--- src/rtl/key_conditioner.sv ---
// Pushbutton and slide-switch conditioner: two-flop synchronisers, per-key debounce,
// press/release events, long-press detection and optional auto-repeat.
module key_conditioner #(
  parameter int NUM_KEYS          = 5,
  parameter int NUM_SW            = 8,
  parameter int DEBOUNCE_CYCLES   = 1000000,
  parameter int LONG_PRESS_CYCLES = 50000000,
  parameter int REPEAT_CYCLES     = 10000000,
  parameter bit ACTIVE_LOW        = 1'b0
) (
  input  logic                clk,
  input  logic                rst,
  input  logic [NUM_KEYS-1:0] key_raw,
  input  logic [NUM_SW-1:0]   sw_raw,
  input  logic [NUM_KEYS-1:0] repeat_en,
  output logic [NUM_KEYS-1:0] key_level,
  output logic [NUM_KEYS-1:0] press_pulse,
  output logic [NUM_KEYS-1:0] release_pulse,
  output logic [NUM_KEYS-1:0] long_pulse,
  output logic [NUM_KEYS-1:0] repeat_pulse,
  output logic [NUM_SW-1:0]   sw_sync
);

  localparam int DB_W   = $clog2(DEBOUNCE_CYCLES + 1);
  localparam int HOLD_W = $clog2(LONG_PRESS_CYCLES + 1);
  localparam int REP_W  = $clog2(REPEAT_CYCLES + 1);

  localparam logic [DB_W-1:0]   DB_LAST   = DB_W'(DEBOUNCE_CYCLES - 1);
  localparam logic [HOLD_W-1:0] HOLD_LAST = HOLD_W'(LONG_PRESS_CYCLES - 1);
  localparam logic [HOLD_W-1:0] HOLD_MAX  = HOLD_W'(LONG_PRESS_CYCLES);
  localparam logic [REP_W-1:0]  REP_LAST  = REP_W'(REPEAT_CYCLES - 1);

  typedef enum logic [1:0] {IDLE, HOLD, LONG} hold_state_t;

  logic [NUM_KEYS-1:0] key_meta;
  logic [NUM_KEYS-1:0] key_sync;
  logic [NUM_SW-1:0]   sw_meta;

  // Polarity is folded in ahead of the first flop, so a cleared flop always means "not pressed".
  always_ff @(posedge clk) begin
    if (rst) begin
      key_meta <= '0;
      key_sync <= '0;
      sw_meta  <= '0;
      sw_sync  <= '0;
    end else begin
      key_meta <= key_raw ^ {NUM_KEYS{ACTIVE_LOW}};
      key_sync <= key_meta;
      sw_meta  <= sw_raw;
      sw_sync  <= sw_meta;
    end
  end

  genvar k;
  for (k = 0; k < NUM_KEYS; k++) begin : g_key
    logic [DB_W-1:0]   db_cnt;
    logic [HOLD_W-1:0] hold_cnt;
    logic [REP_W-1:0]  rep_cnt;
    hold_state_t       state;
    logic              level;
    logic              press;
    logic              rel;
    logic              lng;
    logic              rep;

    // A debounced flip takes priority over the hold FSM, so the release cycle never carries long/repeat.
    always_ff @(posedge clk) begin
      if (rst) begin
        db_cnt   <= '0;
        hold_cnt <= '0;
        rep_cnt  <= '0;
        state    <= IDLE;
        level    <= 1'b0;
        press    <= 1'b0;
        rel      <= 1'b0;
        lng      <= 1'b0;
        rep      <= 1'b0;
      end else begin
        press <= 1'b0;
        rel   <= 1'b0;
        lng   <= 1'b0;
        rep   <= 1'b0;
        if ((key_sync[k] != level) && (db_cnt == DB_LAST)) begin
          db_cnt   <= '0;
          level    <= key_sync[k];
          hold_cnt <= '0;
          rep_cnt  <= '0;
          if (key_sync[k]) begin
            press <= 1'b1;
            state <= HOLD;
          end else begin
            rel   <= 1'b1;
            state <= IDLE;
          end
        end else begin
          if (key_sync[k] != level) begin
            db_cnt <= db_cnt + 1'b1;
          end else begin
            db_cnt <= '0;
          end
          case (state)
            HOLD: begin
              if (hold_cnt == HOLD_LAST) begin
                state    <= LONG;
                hold_cnt <= HOLD_MAX;
                lng      <= 1'b1;
                rep      <= repeat_en[k];
                rep_cnt  <= '0;
              end else begin
                hold_cnt <= hold_cnt + 1'b1;
              end
            end
            LONG: begin
              if (!repeat_en[k]) begin
                rep_cnt <= '0;
              end else if (rep_cnt == REP_LAST) begin
                rep     <= 1'b1;
                rep_cnt <= '0;
              end else begin
                rep_cnt <= rep_cnt + 1'b1;
              end
            end
            default: begin
            end
          endcase
        end
      end
    end

    assign key_level[k]     = level;
    assign press_pulse[k]   = press;
    assign release_pulse[k] = rel;
    assign long_pulse[k]    = lng;
    assign repeat_pulse[k]  = rep;
  end

endmodule

--- config.mk ---
export PLATFORM = sky130hd
export DESIGN_NAME = key_conditioner
export DESIGN_NICKNAME = d
export VERILOG_FILES = /design/src/rtl/key_conditioner.sv
export SDC_FILE = /design/constraint.sdc
export NUM_CORES = 1
export LEC_CHECK = 0
export ABC_AREA = 1
export CAP_MARGIN = 20
export CORE_ASPECT_RATIO = 0.9
export CORE_UTILIZATION = 45
export DETAILED_ROUTE_END_ITERATION = 10
export GPL_TIMING_DRIVEN = 0
export SLEW_MARGIN = 20
export SYNTH_ARGS = -nofsm -noshare
export SYNTH_HDL_FRONTEND = slang
export SYNTH_SLANG_ARGS = --single-unit
--- constraint.sdc ---
create_clock -name clk -period 1.8 [get_ports clk]
set_clock_uncertainty 0.2 [all_clocks]
set_input_delay 0.27 -clock clk [delete_from_list [all_inputs] [get_ports clk]]
set_output_delay 0.27 -clock clk [all_outputs]
set_load 0.02 [all_outputs]
==> run_results.csv <==
group,metric,value,unit
cells_and_area,num-nets-final,3821,
outcome,status,"finished with violations",
global_route,grtUsageTotal,24.3,%
cells_and_area,n_fill_cell,4246,
hold_path,holdCritPathClass,"in -> reg",
timing,hold_slack,0.0281,ns
pwr,leakagePower,11.6,nW
die,coreArea,48100,µm²
timing,hold_viol,0,
cells_and_area,drive_gt1_share,28.7,%
cts,cts_tree,"built",
cts,clk_path_buf_depth,3,
logic_synthesis,synth_top_family_by_area,"simple AND/OR/NAND/NOR gates",
cells_and_area,mostFrequentLayoutCells,"nand2_1 (768), nor2_1 (481), inv_1 (371)",
setup_path,crit_path_max_fanout,5,
route,drt_iter0_markers,1800,
timing,setup_viol,158,
setup_path,critical-path-max-stage-delay,0.37,ns
setup_path,cp.arrival,2.21,ns
placement,place_ws,-0.679,ns
cts,path_clk_slew,0.06,ns
route,route.met2.wl,30100,µm
logic_synthesis,synth_ff_type,"dfxtp_1",
cts,ctsHtreeMaxLevel,2,
logic_synthesis,ys_warn_count,0,
logic_synthesis,synth-seq-area-share,37.2,%
setup_path,endpoint_kind,"flip-flop",
setup_path,timing.rr.end,"g_key[4].rep_cnt[2]",
logic_synthesis,synth_edf_count,0,
pwr,powerDensity,680,nW/µm²
logic_synthesis,syn_nets,3500,
global_route,grt_pass1_wl,102000,µm
die,num_rows,76,
placement,gp_congestion,0.904,
setup_path,criticalPathCategory,"reg -> reg",
cts,cts-root-buf,"clkbuf_16",
cts,worst_skew_pair.late_latency,0.59,ns
timing,fmaxAchievable,525,MHz
logic_synthesis,synthAdderAreaFrac,1.42,%
pwr,peakVddDrop,0.000837,V
route,dr_wl_met3,3720,µm
logic_synthesis,yosys-top-cells-area,"dfxtp_1 (37%), nand2_1 (15%), nor2_1 (10%)",
setup_path,endpoint,"g_key[4].rep_cnt[2]",
cells_and_area,area_growth,38.7,%
logic_synthesis,synthMuxAreaShare,0,%
route,wl_per_cell,14.6,µm
cts,clock_sinks,411,
timing,fin_crit,1.91,ns
route,top_layer,"met4",
die,die_area,50000,µm²
die,ioPinCount,53,
logic_synthesis,synth_cell_types,40,
route,drtPass1Iterations,5,
setup_path,cp_cell_sequence,"ha_4 > nand2_4 > nor2_4 > nand2_4 > nor2_4 > nand3_4 > nand2_8 > buf_12 > buf_8 > nand3_4 > a21oi_2",
global_route,grt_overflow,0,
setup_path,r2r_slack,-0.11,ns
timing,tightest_slew,0.831,ns
setup_path,worstPathRequired,2.10,ns
timing,slew_headroom,44.6,%
route,wl,64900,µm
timing,setup_ws,-0.106,ns
timing,rsz0062_at_grt,"yes",
die,die_x,236,µm
global_route,first_global_vias,21400,
route,detail-route-antenna-nets,0,
setup_path,worstRegToRegCells,11,
cells_and_area,n_antenna_cell,0,
setup_path,worstReg2RegStart,"g_key[4].hold_cnt[1]",
cells_and_area,final_cell_area,30700,µm²
outcome,violations,"negative setup slack",
logic_synthesis,synth_top_area_share,37.2,%
cells_and_area,final_common_cell,"nand2_1",
logic_synthesis,synth_largest_area_cell,"dfxtp_1",
job,drv_cap,0,
route,drc,0,
logic_synthesis,syn_area,22100,µm²
setup_path,startpoint_type,"flip-flop",
timing,slew_viol_final,0,
setup_path,startpoint,"g_key[4].hold_cnt[1]",
global_route,antenna_found_initial,0,
die,dieHeight,212,µm
logic_synthesis,syn_area_per_cell,6.40,µm²
route,vias,23100,
timing,finalCritPeriodShare,106,%
logic_synthesis,synthArstFlopShare,0,%
placement,dpl_cell_area,23500,µm²
setup_path,crit_slowest_cell,"dfxtp_4",
die,initial_core_util,45.9,%
logic_synthesis,synth_xor_xnor_area_share,3.88,%
logic_synthesis,synth-compound-area-share,6.81,%
global_route,grt_max_degree,14,
route,met1Wirelength,29500,µm
logic_synthesis,ys_seq_elements,411,
logic_synthesis,synth-simple-area-share,40.8,%
placement,portBuffers,51,
logic_synthesis,syn_inst,3455,
route,avgViaCountPerCell,5.21,
placement,dp_hpwl,41200,µm
cts,numCtsBuffers,46,
-- cell type report --
| class | instances | area (µm²) | area share (%) |
|---|---|---|---|
| multi-input combinational | 2520 | 14200 | 46.2 |
| sequential | 411 | 8460 | 27.6 |
| timing repair buffer | 282 | 2920 | 9.53 |
| inverter | 439 | 1730 | 5.64 |
| clock buffer | 57 | 1280 | 4.18 |
| buffer | 75 | 813 | 2.65 |
| tap | 624 | 781 | 2.55 |
| clock inverter | 29 | 503 | 1.64 |
| timing repair inverter | 1 | 7.51 | 0.0245 |
-- through the flow --
step	power, mW	cells	setup TNS [ns]	util [%]
floorplan	9.54	3455	-0.00716	-
global placement	9.71	4130	-119.65	48.8
detailed placement	9.72	4130	-133.67	48.8
CTS	20.9	4368	-2.19	58.5
global route	21.5	4438	-27.70	63.7
finish	20.8	4438	-4.54	63.7
-- flip-flops by register name (all words and copies together) (netlist names) --
name and count:
sw_sync 8, g_key.press 5, g_key.db_cnt 100, g_key.state 10
g_key.hold_cnt 130, key_sync 5, g_key.rel 5, sw_meta 8
g_key.rep 5, g_key.rep_cnt 120, g_key.level 5, key_meta 5
g_key.lng 5
-- worst min path at each step --
| stage | from | end | slack [ns] | cells past startpoint |
|---|---|---|---|---|
| floorplan | key_raw[0] | key_meta[0] | 0.18 | 2 |
| global placement | sw_meta[2] | sw_sync[2] | 0.19 | 2 |
| detailed placement | key_meta[2] | key_sync[2] | 0.20 | 2 |
| CTS | sw_raw[0] | sw_meta[0] | 0.003 | 3 |
| global route | sw_raw[0] | sw_meta[0] | 0.02 | 3 |
| finish | sw_raw[0] | sw_meta[0] | 0.03 | 3 |
-- cell families after synthesis --
family / after synthesis
xor gates and xnor gates: 97
adders and majority gates: 25
AOI/OAI and AO/OA: 298
and+or+nand+nor: 2099
buffers and inverters: 525
DFF: 411
-- cell usage after synthesis, types with 23 or more instances --
master and n:
xnor2_1 23, xor2_1 73, dfxtp_1 411, inv_1 424, buf_2 27, buf_4 35
nand3b_1 23, nand4_1 89, nand2_1 892, nor3_1 116, o21ai_0 72, ha_1 25
or2_2 25, a21oi_1 214, nand3_1 274, nor2_1 613
-- critical path: cells and delay by family, from the launching register on --
family	cells	cell delay, ns
flops	1	0.37
simple gates	7	0.71
buf+inv	2	0.24
fa+ha+maj	1	0.15
compound gates	1	0.15
-- layer usage --
layer | vias to the layer above | global-route usage, %
met5 | - | 0
met2 | 658 | 40.1
met4 | 0 | 8.38
li1 | 11600 | -
met3 | 112 | 3.28
met1 | 10700 | 32.6
-- timing repair --
| action | CTS | global route |
|---|---|---|
| gates resized for setup | 503 | 596 |
| endpoints found under the hold margin | 7 | 0 |
| setup buffers | 132 | 68 |
| gates cloned | 17 | 13 |
| pin swaps | 86 | 151 |
| hold buffers | 7 | 0 |
| setup endpoints to repair | 404 | 370 |
-- report_power, final --
group	internal [mW]	switching, mW	leakage [nW]
Clock	6.94	4.04	0.870
Combinational	0.355	0.386	7.38
Sequential	9.10	0.0161	3.40
Total	16.4	4.44	11.6
No activity file was read; power rests on OpenSTA's default activity.
